## src/rtl/multicycle_control_fsm.sv

```systemverilog
`default_nettype none
// ============================================================================
// Module  : multicycle_control_fsm
// Brief   : RV32 multicycle control FSM with a memory-wait watchdog.
//           Optional LUI/AUIPC support is enabled by defining UTYPE_SUPPORT_EN.
// Revision: 1.0
// ============================================================================
module multicycle_control_fsm #(
  parameter int MEM_WAIT_MAX = 15
) (
  input  logic        CLK,
  input  logic        RESET_N,
  input  logic [31:0] INSTRUCTION,
  input  logic        ZERO,
  input  logic        MEM_READY,
  output logic        MEM_REQ,
  output logic [2:0]  IMMSRC,
  output logic        PCWRITE,
  output logic        IRWRITE,
  output logic        MEMWRITE,
  output logic        REGWRITE,
  output logic        ADRSRC,
  output logic [1:0]  ALUSRCA,
  output logic [1:0]  ALUSRCB,
  output logic [1:0]  RESULTSRC,
  output logic [1:0]  ALUOP,
  output logic        ERROR,
  output logic [3:0]  STATE
);

  localparam int CW = $clog2(MEM_WAIT_MAX + 1);

  localparam logic [6:0] OP_LOAD   = 7'b0000011;
  localparam logic [6:0] OP_STORE  = 7'b0100011;
  localparam logic [6:0] OP_REG    = 7'b0110011;
  localparam logic [6:0] OP_IMM    = 7'b0010011;
  localparam logic [6:0] OP_BRANCH = 7'b1100011;
  localparam logic [6:0] OP_JAL    = 7'b1101111;
  localparam logic [6:0] OP_LUI    = 7'b0110111;
  localparam logic [6:0] OP_AUIPC  = 7'b0010111;

  typedef enum logic [3:0] {
    S_FETCH    = 4'd0,
    S_DECODE   = 4'd1,
    S_MEMADR   = 4'd2,
    S_MEMREAD  = 4'd3,
    S_MEMWB    = 4'd4,
    S_MEMWRITE = 4'd5,
    S_EXECR    = 4'd6,
    S_EXECI    = 4'd7,
    S_ALUWB    = 4'd8,
    S_BRANCH   = 4'd9,
    S_JAL      = 4'd10,
`ifdef UTYPE_SUPPORT_EN
    S_UTYPE    = 4'd11,
`endif
    S_ERR      = 4'd15
  } state_t;

  state_t        state_q, state_d;
  logic [CW-1:0] wait_cnt_q, wait_cnt_d;

  logic [6:0] opcode;
  logic [2:0] funct3;
  logic       wait_state;
  logic       wait_expired;
  logic       unused_instr;

  assign opcode       = INSTRUCTION[6:0];
  assign funct3       = INSTRUCTION[14:12];
  assign unused_instr = ^{INSTRUCTION[31:15], INSTRUCTION[11:7]};

  // This is the last allowed cycle of the current memory wait.
  assign wait_expired = (wait_cnt_q == CW'(MEM_WAIT_MAX - 1));

  always_ff @(posedge CLK) begin
    if (!RESET_N) begin
      state_q    <= S_FETCH;
      wait_cnt_q <= '0;
    end else begin
      state_q    <= state_d;
      wait_cnt_q <= wait_cnt_d;
    end
  end

  always_comb begin
    state_d    = state_q;
    wait_state = 1'b0;
    MEM_REQ    = 1'b0;
    ADRSRC     = 1'b0;
    PCWRITE    = 1'b0;
    IRWRITE    = 1'b0;
    MEMWRITE   = 1'b0;
    REGWRITE   = 1'b0;
    ALUSRCA    = 2'b00;
    ALUSRCB    = 2'b00;
    RESULTSRC  = 2'b00;
    ALUOP      = 2'b00;
    ERROR      = 1'b0;

    case (opcode)
      OP_LOAD, OP_IMM:   IMMSRC = 3'b000;
      OP_STORE:          IMMSRC = 3'b001;
      OP_BRANCH:         IMMSRC = 3'b010;
      OP_JAL:            IMMSRC = 3'b011;
      OP_LUI, OP_AUIPC:  IMMSRC = 3'b100;
      default:           IMMSRC = 3'b000;
    endcase

    case (state_q)
      S_FETCH: begin
        wait_state = 1'b1;
        MEM_REQ    = 1'b1;
        ALUSRCB    = 2'b10;
        RESULTSRC  = 2'b10;
        if (MEM_READY) begin
          IRWRITE = 1'b1;
          PCWRITE = 1'b1;
          state_d = S_DECODE;
        end else if (wait_expired) begin
          state_d = S_ERR;
        end
      end
      S_DECODE: begin
        ALUSRCA = 2'b01;
        ALUSRCB = 2'b01;
        case (opcode)
          OP_LOAD, OP_STORE: state_d = S_MEMADR;
          OP_REG:            state_d = S_EXECR;
          OP_IMM:            state_d = S_EXECI;
          OP_BRANCH:         state_d = S_BRANCH;
          OP_JAL:            state_d = S_JAL;
`ifdef UTYPE_SUPPORT_EN
          OP_LUI, OP_AUIPC:  state_d = S_UTYPE;
`endif
          default:           state_d = S_ERR;
        endcase
      end
      S_MEMADR: begin
        ALUSRCA = 2'b10;
        ALUSRCB = 2'b01;
        state_d = (opcode == OP_LOAD) ? S_MEMREAD : S_MEMWRITE;
      end
      S_MEMREAD, S_MEMWRITE: begin
        wait_state = 1'b1;
        MEM_REQ    = 1'b1;
        ADRSRC     = 1'b1;
        MEMWRITE   = (state_q == S_MEMWRITE);
        if (MEM_READY) begin
          state_d = (state_q == S_MEMREAD) ? S_MEMWB : S_FETCH;
        end else if (wait_expired) begin
          state_d = S_ERR;
        end
      end
      S_MEMWB: begin
        RESULTSRC = 2'b01;
        REGWRITE  = 1'b1;
        state_d   = S_FETCH;
      end
      S_EXECR, S_EXECI: begin
        ALUSRCA = 2'b10;
        ALUSRCB = (state_q == S_EXECI) ? 2'b01 : 2'b00;
        ALUOP   = 2'b10;
        state_d = S_ALUWB;
      end
      S_ALUWB: begin
        REGWRITE = 1'b1;
        state_d  = S_FETCH;
      end
      S_BRANCH: begin
        ALUSRCA = 2'b10;
        ALUOP   = 2'b01;
        case (funct3)
          3'b000:  PCWRITE = ZERO;
          3'b001:  PCWRITE = ~ZERO;
          default: PCWRITE = 1'b0;
        endcase
        state_d = S_FETCH;
      end
      S_JAL: begin
        PCWRITE = 1'b1;
        ALUSRCA = 2'b01;
        ALUSRCB = 2'b10;
        state_d = S_ALUWB;
      end
`ifdef UTYPE_SUPPORT_EN
      S_UTYPE: begin
        ALUSRCA = (opcode == OP_AUIPC) ? 2'b01 : 2'b00;
        ALUSRCB = 2'b01;
        ALUOP   = 2'b11;
        state_d = S_ALUWB;
      end
`endif
      S_ERR: begin
        ERROR = 1'b1;
      end
      default: begin
        state_d = S_ERR;
      end
    endcase

    if (state_d != state_q) begin
      wait_cnt_d = '0;
    end else if (wait_state) begin
      wait_cnt_d = wait_cnt_q + CW'(1);
    end else begin
      wait_cnt_d = '0;
    end

    // Reset suppresses every strobe combinationally, even before the edge lands.
    if (!RESET_N) begin
      PCWRITE  = 1'b0;
      IRWRITE  = 1'b0;
      MEMWRITE = 1'b0;
      REGWRITE = 1'b0;
    end
    STATE = RESET_N ? state_q : 4'd0;
  end

endmodule
`default_nettype wire

```

## config.mk

```make
export PLATFORM = sky130hd
export DESIGN_NAME = multicycle_control_fsm
export DESIGN_NICKNAME = d
export VERILOG_FILES = /design/src/rtl/multicycle_control_fsm.sv
export SDC_FILE = /design/constraint.sdc
export NUM_CORES = 1
export LEC_CHECK = 0
export CAP_MARGIN = 0
export CELL_PAD_IN_SITES_DETAIL_PLACEMENT = 0
export CELL_PAD_IN_SITES_GLOBAL_PLACEMENT = 1
export CORE_AREA = 2 2 69 71
export DETAILED_ROUTE_END_ITERATION = 7
export DIE_AREA = 0 0 71 73
export GPL_TIMING_DRIVEN = 0
export PLACE_DENSITY_LB_ADDON = 0.1
export SYNTH_ARGS = -nofsm -noshare
export SYNTH_HDL_FRONTEND = slang
export SYNTH_SLANG_ARGS = --single-unit
```

## constraint.sdc

```tcl
create_clock -name CLK -period 1.5 [get_ports CLK]
set_input_delay 0.225 -clock CLK [delete_from_list [all_inputs] [get_ports CLK]]
set_output_delay 0.225 -clock CLK [all_outputs]
set_load 0.005 [all_outputs]
```

==> out/metrics.yaml, run 1 <==
grt:
  track_usage: 0.1259
  antenna_found_initial: 0
  grt_pass1_wl_um: 5264
  grt_overflow_total: 0
  grt_max_degree: 11
  grt_pass1_vias: 1072
clocking:
  clock_path_buffers: 2
  numClockSinks: 8
  clk_latency_ps: 230
  cts_max_level: 1
  clk_pin_slew_ps: 50
  cts_hold_buf: 0
  clockRootBuffer: "clkbuf_8"
  cts_buffers: 3
  cts_tree: "built"
drt:
  drt_iter0_drc: 37
  vias: 1117
  finalWirelength_um: 3335
  wire_per_inst_um: 14.19
  dr.pass1.iters: 4
  drtAntennaViolNets: 0
  routed_via_density: 4.753
  drc_errors: 0
logic_synthesis:
  ys_types: 49
  synth_flop_cell: "dfxtp_1"
  syn_nets: 159
  post-synth-top-area-cell: "dfxtp_1"
  synth_warnings: 0
  synth_edf_count: 0
  synth_area_per_cell_sq_um: 7.735
  synth_top_cells_by_area: "dfxtp_1 (17%), nor2_1 (8.0%), buf_6 (6.0%)"
  ys_seq_elements: 8
  syn_area_sq_um: 935.9
  synth_top_area_share: 0.1711
  synthArstFlopShare: 0
  postSynthCellCount: 121
  ys_seq_area_frac: 0.1711
finish:
  final_cell_area_sq_um: 1814
  nets: 221
  fin_util: 0.4000
  n_antenna_cell: 0
  synthToLayoutAreaGrowth_pct: 93.85
  drive_gt1_frac: 0.5359
critical_path:
  cp_max_fo: 4
  cp.buffers_inverters: 2
  arrival_ps: 1550
  critPathRequiredTime_ps: 1270
  endpoint_kind: "output pin"
  critical-path-top-delay-family: "simple AND/OR/NAND/NOR gates"
  crit_chain: "buf_8 -> or4b_4 -> a211oi_2 -> buf_2"
  crit_path_start_kind: "flop"
  slowest_stage: "or4b_4"
  crit_path_max_incr_delay_ps: 520
  path_class: "reg -> out"
placed_design:
  place_congestion: 0.7129
  post-place-ws_ps: -853.3
  io_buffers: 33
  placed_area_sq_um: 1339
  place_hpwl_um: 2203
sta:
  fin_worst_skew_ps: 10.65
  setup_viol: 15
  slew_headroom: 0.7415
  worst_pin_slew_ps: 378.0
  hold_violations: 0
  rsz0062_at_grt: "true"
  maxClockFrequency_mhz: 563.1
  fin_crit_sh: 1.184
  layout_min_cycle_time_ps: 1776
  slew_viol_final: 0
  holdWs_ps: 353.5
  fin_ws_ps: -275.9
power_and_ir_drop:
  power_density_nw_per_um2: 1898
  leakage_nw: 0.7762
  power_mw: 3.444
  ir_drop_uv: 528.3
min_path:
  hp-class: "in -> reg"
status:
  status: "complete, but fails checks"
  violations: "setup timing"
floorplan:
  die_w_um: 71
  die-area_sq_um: 5183
  io_pins: 58
  rows: 25
  die_h_um: 73
  start_util: 0.2063
  core_area_sq_um: 4536
run:
  cap_violations: 0
-- synthesized netlist by cell type (2+ instances only) --
cell	count
nor2_1	20
dfxtp_1	8
nand2b_1	6
buf_6	5
nor3_1	5
inv_1	4
nand2_1	4
nand3_1	4
xnor2_1	4
a21oi_1	3
and2_1	3
and3_1	3
clkbuf_1	3
nor4_1	3
o31ai_1	3
a2111oi_0	2
a211oi_1	2
a22oi_1	2
a31o_2	2
ha_1	2
o21ai_0	2
o22ai_1	2
or3_1	2
xor2_1	2
-- layout by cell type, fill, tap and decap left out, drive strengths merged, types with 4 or more instances in the layout --
cell / count
nand2: 5
clkbuf: 9
dfxtp: 8
xnor2: 4
nor3: 5
dlygate4sd2: 10
o31ai: 4
nand3: 4
buf: 44
nor2: 20
clkdlybuf4s50: 4
nand2b: 7
-- where the power goes --
group	total, mW	leakage [nW]	internal (mW)	switching (mW)
logic	2.78	0.686	1.58	1.20
registers	0.406	0.0687	0.312	0.0938
clock network	0.258	0.0216	0.174	0.0843
total	3.44	0.776	2.07	1.38
-- layer usage --
layer	GRT usage	vias up	wire length [um]
met5	0	-	0
met4	0.006289	0	0
met3	0.03039	0	166
met2	0.2430	35	1718
met1	0.1474	519	1450
li1	-	563	-
-- layout make-up --
type / instances / area (sq um)
Fill cell: 468 / 2721
Multi-Input combinational cell: 99 / 858.3
Timing Repair Buffer: 59 / 505.5
Sequential cell: 8 / 178.9
Buffer: 8 / 143.9
Tap cell: 54 / 67.56
Clock buffer: 3 / 41.29
Inverter: 4 / 18.77
-- worst reg2reg max path, delay by kind of cell (launching register included) --
kind                   cells  cell delay, ps
AO/OA/AOI/OAI              3             580
buffers and inverters      4             480
flip-flops                 1             340
AND/OR/NAND/NOR            1              70
-- sequential cells by signal, indices dropped and copies added, names as in the netlist --
register / flops
state_q: 4
wait_cnt_q: 4
-- worst paths after layout --
kind / start / slack (ps) / end / cells after the start
worst max-delay path: state_q[0] / -280 / PCWRITE / 4
worst min-delay path: RESET_N / 350 / state_q[1] / 2
worst max register to register: state_q[0] / -110 / state_q[2] / 8
worst min register to register: wait_cnt_q[0] / 410 / wait_cnt_q[0] / 1
-- repair_timing --
action                                  4_1_cts  5_1_grt
gates cloned                                  0        0
pin swaps                                     8       13
endpoints found under the setup margin       29       26
setup buffers                                17       10
gates resized for setup                     114       43
hold endpoints to repair                      0        0
-- through the flow --
stage	setup TNS, ps	std cells
6_report	-1304	235
5_1_grt	-2255	235
4_1_cts	-1634	228
3_5_place_dp	-11390	208
3_3_place_gp	-11220	208
2_1_floorplan	0	121
-- logic make-up (layout without fill, tap and decap cells) --
kind of cell | Yosys count | in the layout | share of synthesized area
flops | 8 | 8 | 0.1711
buf+inv | 14 | 74 | 0.1083
fa+ha+maj | 3 | 3 | 0.03743
compound gates | 29 | 29 | 0.2433
simple gates | 59 | 59 | 0.3543
xor+xnor | 7 | 7 | 0.07353
mux | 1 | 1 | 0.01203
Note: power is estimated with default switching activity, not from simulation.
==> inputs of run 2 (changes only) <==
--- a/config.mk
+++ b/config.mk
@@ -9,6 +9,7 @@
 export CELL_PAD_IN_SITES_DETAIL_PLACEMENT = 0
 export CELL_PAD_IN_SITES_GLOBAL_PLACEMENT = 1
 export CORE_AREA = 2 2 69 71
+export CTS_BUF_LIST = sky130_fd_sc_hd__clkbuf_16
 export DETAILED_ROUTE_END_ITERATION = 7
 export DIE_AREA = 0 0 71 73
 export GPL_TIMING_DRIVEN = 0
==> out/metrics.yaml, run 2 (synthesis gave the netlist of run 1 again) <==
status:
  status: "complete, but fails checks"
  violations: "setup timing"
drt:
  routed_via_density: 4.737  # -0.33%
  drt_iter0_drc: 19  # -49%
  dr.pass1.iters: 4  # unchanged
  drc_errors: 0  # unchanged
  drtAntennaViolNets: 0  # unchanged
  vias: 1118  # +0.090%
  wire_per_inst_um: 13.91  # -2.0%
  finalWirelength_um: 3283  # -1.6%
critical_path:
  critPathLaunch: "state_q[0]"
  r2r_cells: 8  # unchanged
  endpoint_kind: "output pin"
  rrSetupSlack_ps: -80  # +30 ps
  critPathRequiredTime_ps: 1270  # about the same
  r2r_end: "state_q[1]"
  path_class: "reg -> out"
  crit_path_start_kind: "flop"
  rr_startpoint: "state_q[0]"
  arrival_ps: 1570  # +20 ps
  cp_max_fo: 5  # +1
grt:
  busiest_layer: "met2"
  grt_overflow_total: 0  # unchanged
  gr-usage-met3: 0.03039  # unchanged
  met2_usage: 0.2399  # -0.003115
  grt_pass1_wl_um: 5230  # -0.65%
  antenna_found_initial: 0  # unchanged
  track_usage: 0.1253  # -0.0006135
  grt_max_degree: 11  # unchanged
  grt_pass1_vias: 1069  # -0.28%
  grt_use_met1: 0.1456  # -0.001787
clocking:
  clock_path_buffers: 2  # unchanged
  cts_tree: "built"
  cts_hold_buf: 0  # unchanged
  clk_pin_slew_ps: 40  # about the same
  cts_buffers: 3  # unchanged
  numClockSinks: 8  # unchanged
  clk_latency_ps: 230  # about the same
  cts_max_level: 1  # unchanged
  clockRootBuffer: "clkbuf_16"
placed_design:
  dp.cells: 208  # unchanged
  place_hpwl_um: 2203  # unchanged
  io_buffers: 33  # unchanged
  placed_area_sq_um: 1339  # unchanged
  place_congestion: 0.7129  # unchanged
sta:
  tns_ps: -1164  # +140.1 ps
  fin_crit_sh: 1.194  # +0.009686
  slew_headroom: 0.7386  # -0.002866
  rsz0062_at_grt: "true"
  worst_pin_slew_ps: 392.1  # +14.08 ps
  layout_min_cycle_time_ps: 1790  # +14.53 ps
  slew_viol_final: 0  # unchanged
  setup_viol: 11  # -4
  fin_ws_ps: -290.4  # -14.53 ps
  maxClockFrequency_mhz: 558.5  # -0.81%
  fin_worst_skew_ps: 5.656  # -4.990 ps
  hold_violations: 0  # unchanged
min_path:
  min-delay-start: "RESET_N"
  hp-class: "in -> reg"
  worstHoldEndpoint: "state_q[1]"
  whs_path_depth: 2  # unchanged
power_and_ir_drop:
  ir_drop_uv: 613.8  # +16%
  power_mw: 3.692  # +7.2%
  leakage_nw: 0.7856  # +1.2%
  power_density_nw_per_um2: 1963  # +3.4%
run:
  cap_violations: 0  # unchanged
finish:
  num-fill-cells: 460  # -1.7%
  layout_commonest_cell: "buf_6"
  final_cell_area_sq_um: 1881  # +3.7%
  drive_gt1_frac: 0.5714  # +0.03552
  synthToLayoutAreaGrowth_pct: 100.9
  n_antenna_cell: 0  # unchanged
  layout_common_cells: "buf_6 (18), buf_2 (13), nor2_1 (11), buf_4 (11), dlygate4sd2_1 (10)"
  reg_top3: "state_q: 4 flops, wait_cnt_q: 4 flops"
  fin_cells: 236  # +0.43%
  nets: 222  # +0.45%
floorplan:
  die_w_um: 71  # unchanged
  die-area_sq_um: 5183  # unchanged
  start_util: 0.2063  # unchanged
  io_pins: 58  # unchanged
  die_h_um: 73  # unchanged
  core_area_sq_um: 4536  # unchanged
  rows: 25  # unchanged
==> run 2: cell types whose count changed in the layout (fill, tap and decap cells not counted), moves of 2 or more <==
cell | before | now
buf_6 | 16 | 18
clkbuf_16 | 3 | 6
clkbuf_2 | 3 | 5
clkbuf_8 | 3 | 0
nor2_1 | 13 | 11
==> run 2: metrics by stage <==
| stage | worst slack [ps] | utilization | hold WS (ps) |
|---|---|---|---|
| finish | -290.4 | 0.4146 | 341.6 |
| global placement | -851.1 | 0.2952 | 447.0 |
| floorplan | 9.681 | - | 352.9 |
| global route | -308.0 | 0.4146 | 375.8 |
| CTS | -295.8 | 0.3688 | 463.6 |
| detailed placement | -853.3 | 0.2952 | 455.9 |
==> run 2: critical path, cell delays in order (launching register included) <==
cell and delay, ps:
dfxtp_4 340, buf_8 130, or4b_4 520, a211oi_2 200
buf_2 140
==> run 2: layout make-up <==
| cell class | instances | area (sq um) | share of cell area |
|---|---|---|---|
| Tap cell | 54 | 67.56 | 0.03593 |
| Clock buffer | 3 | 75.07 | 0.03992 |
| Inverter | 4 | 18.77 | 0.009980 |
| Multi-Input combinational cell | 99 | 908.4 | 0.4830 |
| Sequential cell | 8 | 176.4 | 0.09381 |
| Timing Repair Buffer | 60 | 490.5 | 0.2608 |
| Buffer | 8 | 143.9 | 0.07651 |
==> run 2: power breakdown <==
group | internal, mW | leakage [nW] | switching (mW)
Sequential | 0.309 | 0.0684 | 0.0868
Combinational | 1.61 | 0.680 | 1.25
Clock | 0.343 | 0.0370 | 0.0969
==> run 2: metal layers <==
metal	up-vias	routed length [um]
met4	0	0
met5	-	0
met2	31	1696
met3	0	149
li1	568	-
met1	519	1437
==> run 2: worst max path at each step <==
stage | endpoint | cells past startpoint
after floorplan | PCWRITE | 3
after global placement | PCWRITE | 4
after detailed placement | PCWRITE | 4
after CTS | PCWRITE | 4
after global routing | PCWRITE | 4
final | PCWRITE | 4
==> run 2: timing repair <==
| item | in CTS | in global routing |
|---|---|---|
| cloned | 0 | 0 |
| buffers inserted | 17 | 11 |
| resized for setup | 115 | 51 |
| endpoints found under the setup margin | 29 | 27 |
| pin swaps | 7 | 21 |
==> inputs of run 3 (changes only) <==
--- a/config.mk
+++ b/config.mk
@@ -13,7 +13,7 @@
 export DETAILED_ROUTE_END_ITERATION = 7
 export DIE_AREA = 0 0 71 73
 export GPL_TIMING_DRIVEN = 0
-export PLACE_DENSITY_LB_ADDON = 0.1
+export PLACE_DENSITY = 0.74
 export SYNTH_ARGS = -nofsm -noshare
 export SYNTH_HDL_FRONTEND = slang
 export SYNTH_SLANG_ARGS = --single-unit
==> constraint.sdc (replaced) <==
create_clock -name CLK -period 1.6 [get_ports CLK]
set_input_delay 0.24 -clock CLK [delete_from_list [all_inputs] [get_ports CLK]]
set_output_delay 0.24 -clock CLK [all_outputs]
set_load 0.005 [all_outputs]
==> out/metrics.yaml, run 3 (synthesis gave the netlist of run 1 again) <==
clocking:
  numClockSinks: 8  # unchanged
  cts_buffers: 3  # unchanged
  clock_path_buffers: 2  # unchanged
  cts_hold_buf: 0  # unchanged
  clockRootBuffer: "clkbuf_16"
  clk_latency_ps: 240  # about the same
  cts_max_level: 1  # unchanged
  clk_pin_slew_ps: 40  # about the same
  cts_tree: "built"
drt:
  drt_iter0_drc: 26  # +7
  routed_via_density: 4.800  # +1.3%
  drc_errors: 0  # unchanged
  drtAntennaViolNets: 0  # unchanged
  finalWirelength_um: 3004  # -8.5%
  wire_per_inst_um: 12.78  # -8.1%
  vias: 1128  # +0.89%
  dr.pass1.iters: 4  # unchanged
sta:
  maxClockFrequency_mhz: 542.1
  fin_worst_skew_ps: 0.3094  # -5.347 ps
  fin_crit_sh: 1.153
  rsz0062_at_grt: "true"
  slew_viol_final: 0  # unchanged
  layout_min_cycle_time_ps: 1845
  setup_viol: 4  # -7
  worst_pin_slew_ps: 399.7  # +7.623 ps
  hold_violations: 0  # unchanged
  slew_headroom: 0.7266  # -0.01197
  fin_ws_ps: -244.5  # +45.88 ps
power_and_ir_drop:
  leakage_nw: 0.7620  # -3.0%
  power_mw: 3.128  # -15%
  ir_drop_uv: 461.7  # -25%
  power_density_nw_per_um2: 1768  # -9.9%
critical_path:
  arrival_ps: 1600  # +30 ps
  cp_max_fo: 5  # unchanged
  crit_path_start_kind: "flop"
  path_class: "reg -> out"
  critPathRequiredTime_ps: 1360  # +90 ps
  endpoint_kind: "output pin"
grt:
  grt_max_degree: 11  # unchanged
  antenna_found_initial: 0  # unchanged
  grt_overflow_total: 0  # unchanged
  track_usage: 0.1147  # -0.01052
  grt_pass1_wl_um: 4795  # -8.3%
  grt_pass1_vias: 1024  # -4.2%
finish:
  n_antenna_cell: 0  # unchanged
  seq_area_sq_um: 168.9  # -4.3%
  multi_input_area_sq_um: 815.8  # -10%
  synthToLayoutAreaGrowth_pct: 89.04
  layout_common_cells: "nor2_1 (17), buf_4 (15), buf_6 (14)"
  num-fill-cells: 458  # -0.43%
  nets: 221  # -0.45%
  drive_gt1_frac: 0.4807  # -0.09077
  reg_top3: "state_q: 4 flops, wait_cnt_q: 4 flops"
  final_cell_area_sq_um: 1769  # -5.9%
  fin_cells: 235  # -0.42%
  layout_commonest_cell: "nor2_1"
placed_design:
  placed_area_sq_um: 1334  # -0.37%
  place_congestion: 0.7120  # -0.13%
  io_buffers: 33  # unchanged
  place_hpwl_um: 1947  # -12%
  post-place-ws_ps: -772.3  # +80.93 ps
  dp.cells: 208  # unchanged
min_path:
  hp-class: "reg -> reg"
floorplan:
  rows: 25  # unchanged
  die-area_sq_um: 5183  # unchanged
  die_h_um: 73  # unchanged
  core_area_sq_um: 4536  # unchanged
  start_util: 0.2063  # unchanged
  die_w_um: 71  # unchanged
  io_pins: 58  # unchanged
status:
  status: "complete, but fails checks"
  violations: "setup timing"
run:
  cap_violations: 0  # unchanged
-- run 3: cell types whose count changed in the layout (fill, tap and decap cells not counted), sizes merged --
cell and change:
clkdlybuf4s15 +2, dlygate4sd2 +1, clkbuf +1, buf -5
-- run 3: layout make-up --
type,instances,share of cell area
sequential,8,0.09547
timing repair buffer,58,0.2680
inverter,4,0.01061
clock buffer,3,0.04243
tap,54,0.03819
buffer,9,0.08416
multi-input combinational,99,0.4611
-- run 3: final timing paths --
kind                  from             to  slack (ps)  cells past startpoint
max             state_q[3]        PCWRITE        -240                      4
min          wait_cnt_q[0]  wait_cnt_q[0]         430                      1
max reg2reg     state_q[0]     state_q[2]          90                      6
min reg2reg  wait_cnt_q[0]  wait_cnt_q[0]         430                      1
-- run 3: power by group --
group,leakage (nW),switching (mW),internal (mW)
logic,0.657,1.04,1.33
clock network,0.0370,0.105,0.323
registers,0.0675,0.0638,0.275
total,0.762,1.20,1.92
-- run 3: per-layer routing --
metal / up-vias / GRT usage / wire length, um
li1: 563 / - / -
met1: 523 / 0.1559 / 1371
met2: 38 / 0.1817 / 1397
met3: 4 / 0.01934 / 198
met4: 0 / 0.04403 / 36
met5: - / 0 / 0
-- run 3: critical path, stage by stage (launching register included) --
cell and delay, ps:
dfxtp_4 340, buf_8 120, or4b_4 510, a211oi_2 240
buf_2 150
-- run 3: timing repair --
| action | 4_1_cts | 5_1_grt |
|---|---|---|
| setup endpoints to repair | 24 | 16 |
| pin swaps | 7 | 10 |
| resized for setup | 105 | 26 |
| buffers inserted | 21 | 4 |
-- run 3: stage by stage --
stage | util | TNS (ps) | hold WS [ps]
4_1_cts | 0.3738 | -582.8 | 465.1
3_5_place_dp | 0.2941 | -8376 | 456.9
6_report | 0.3901 | -612.7 | 427.0
2_1_floorplan | - | 0 | 367.9
3_3_place_gp | 0.2941 | -8273 | 445.5
5_1_grt | 0.3901 | -995.1 | 448.1
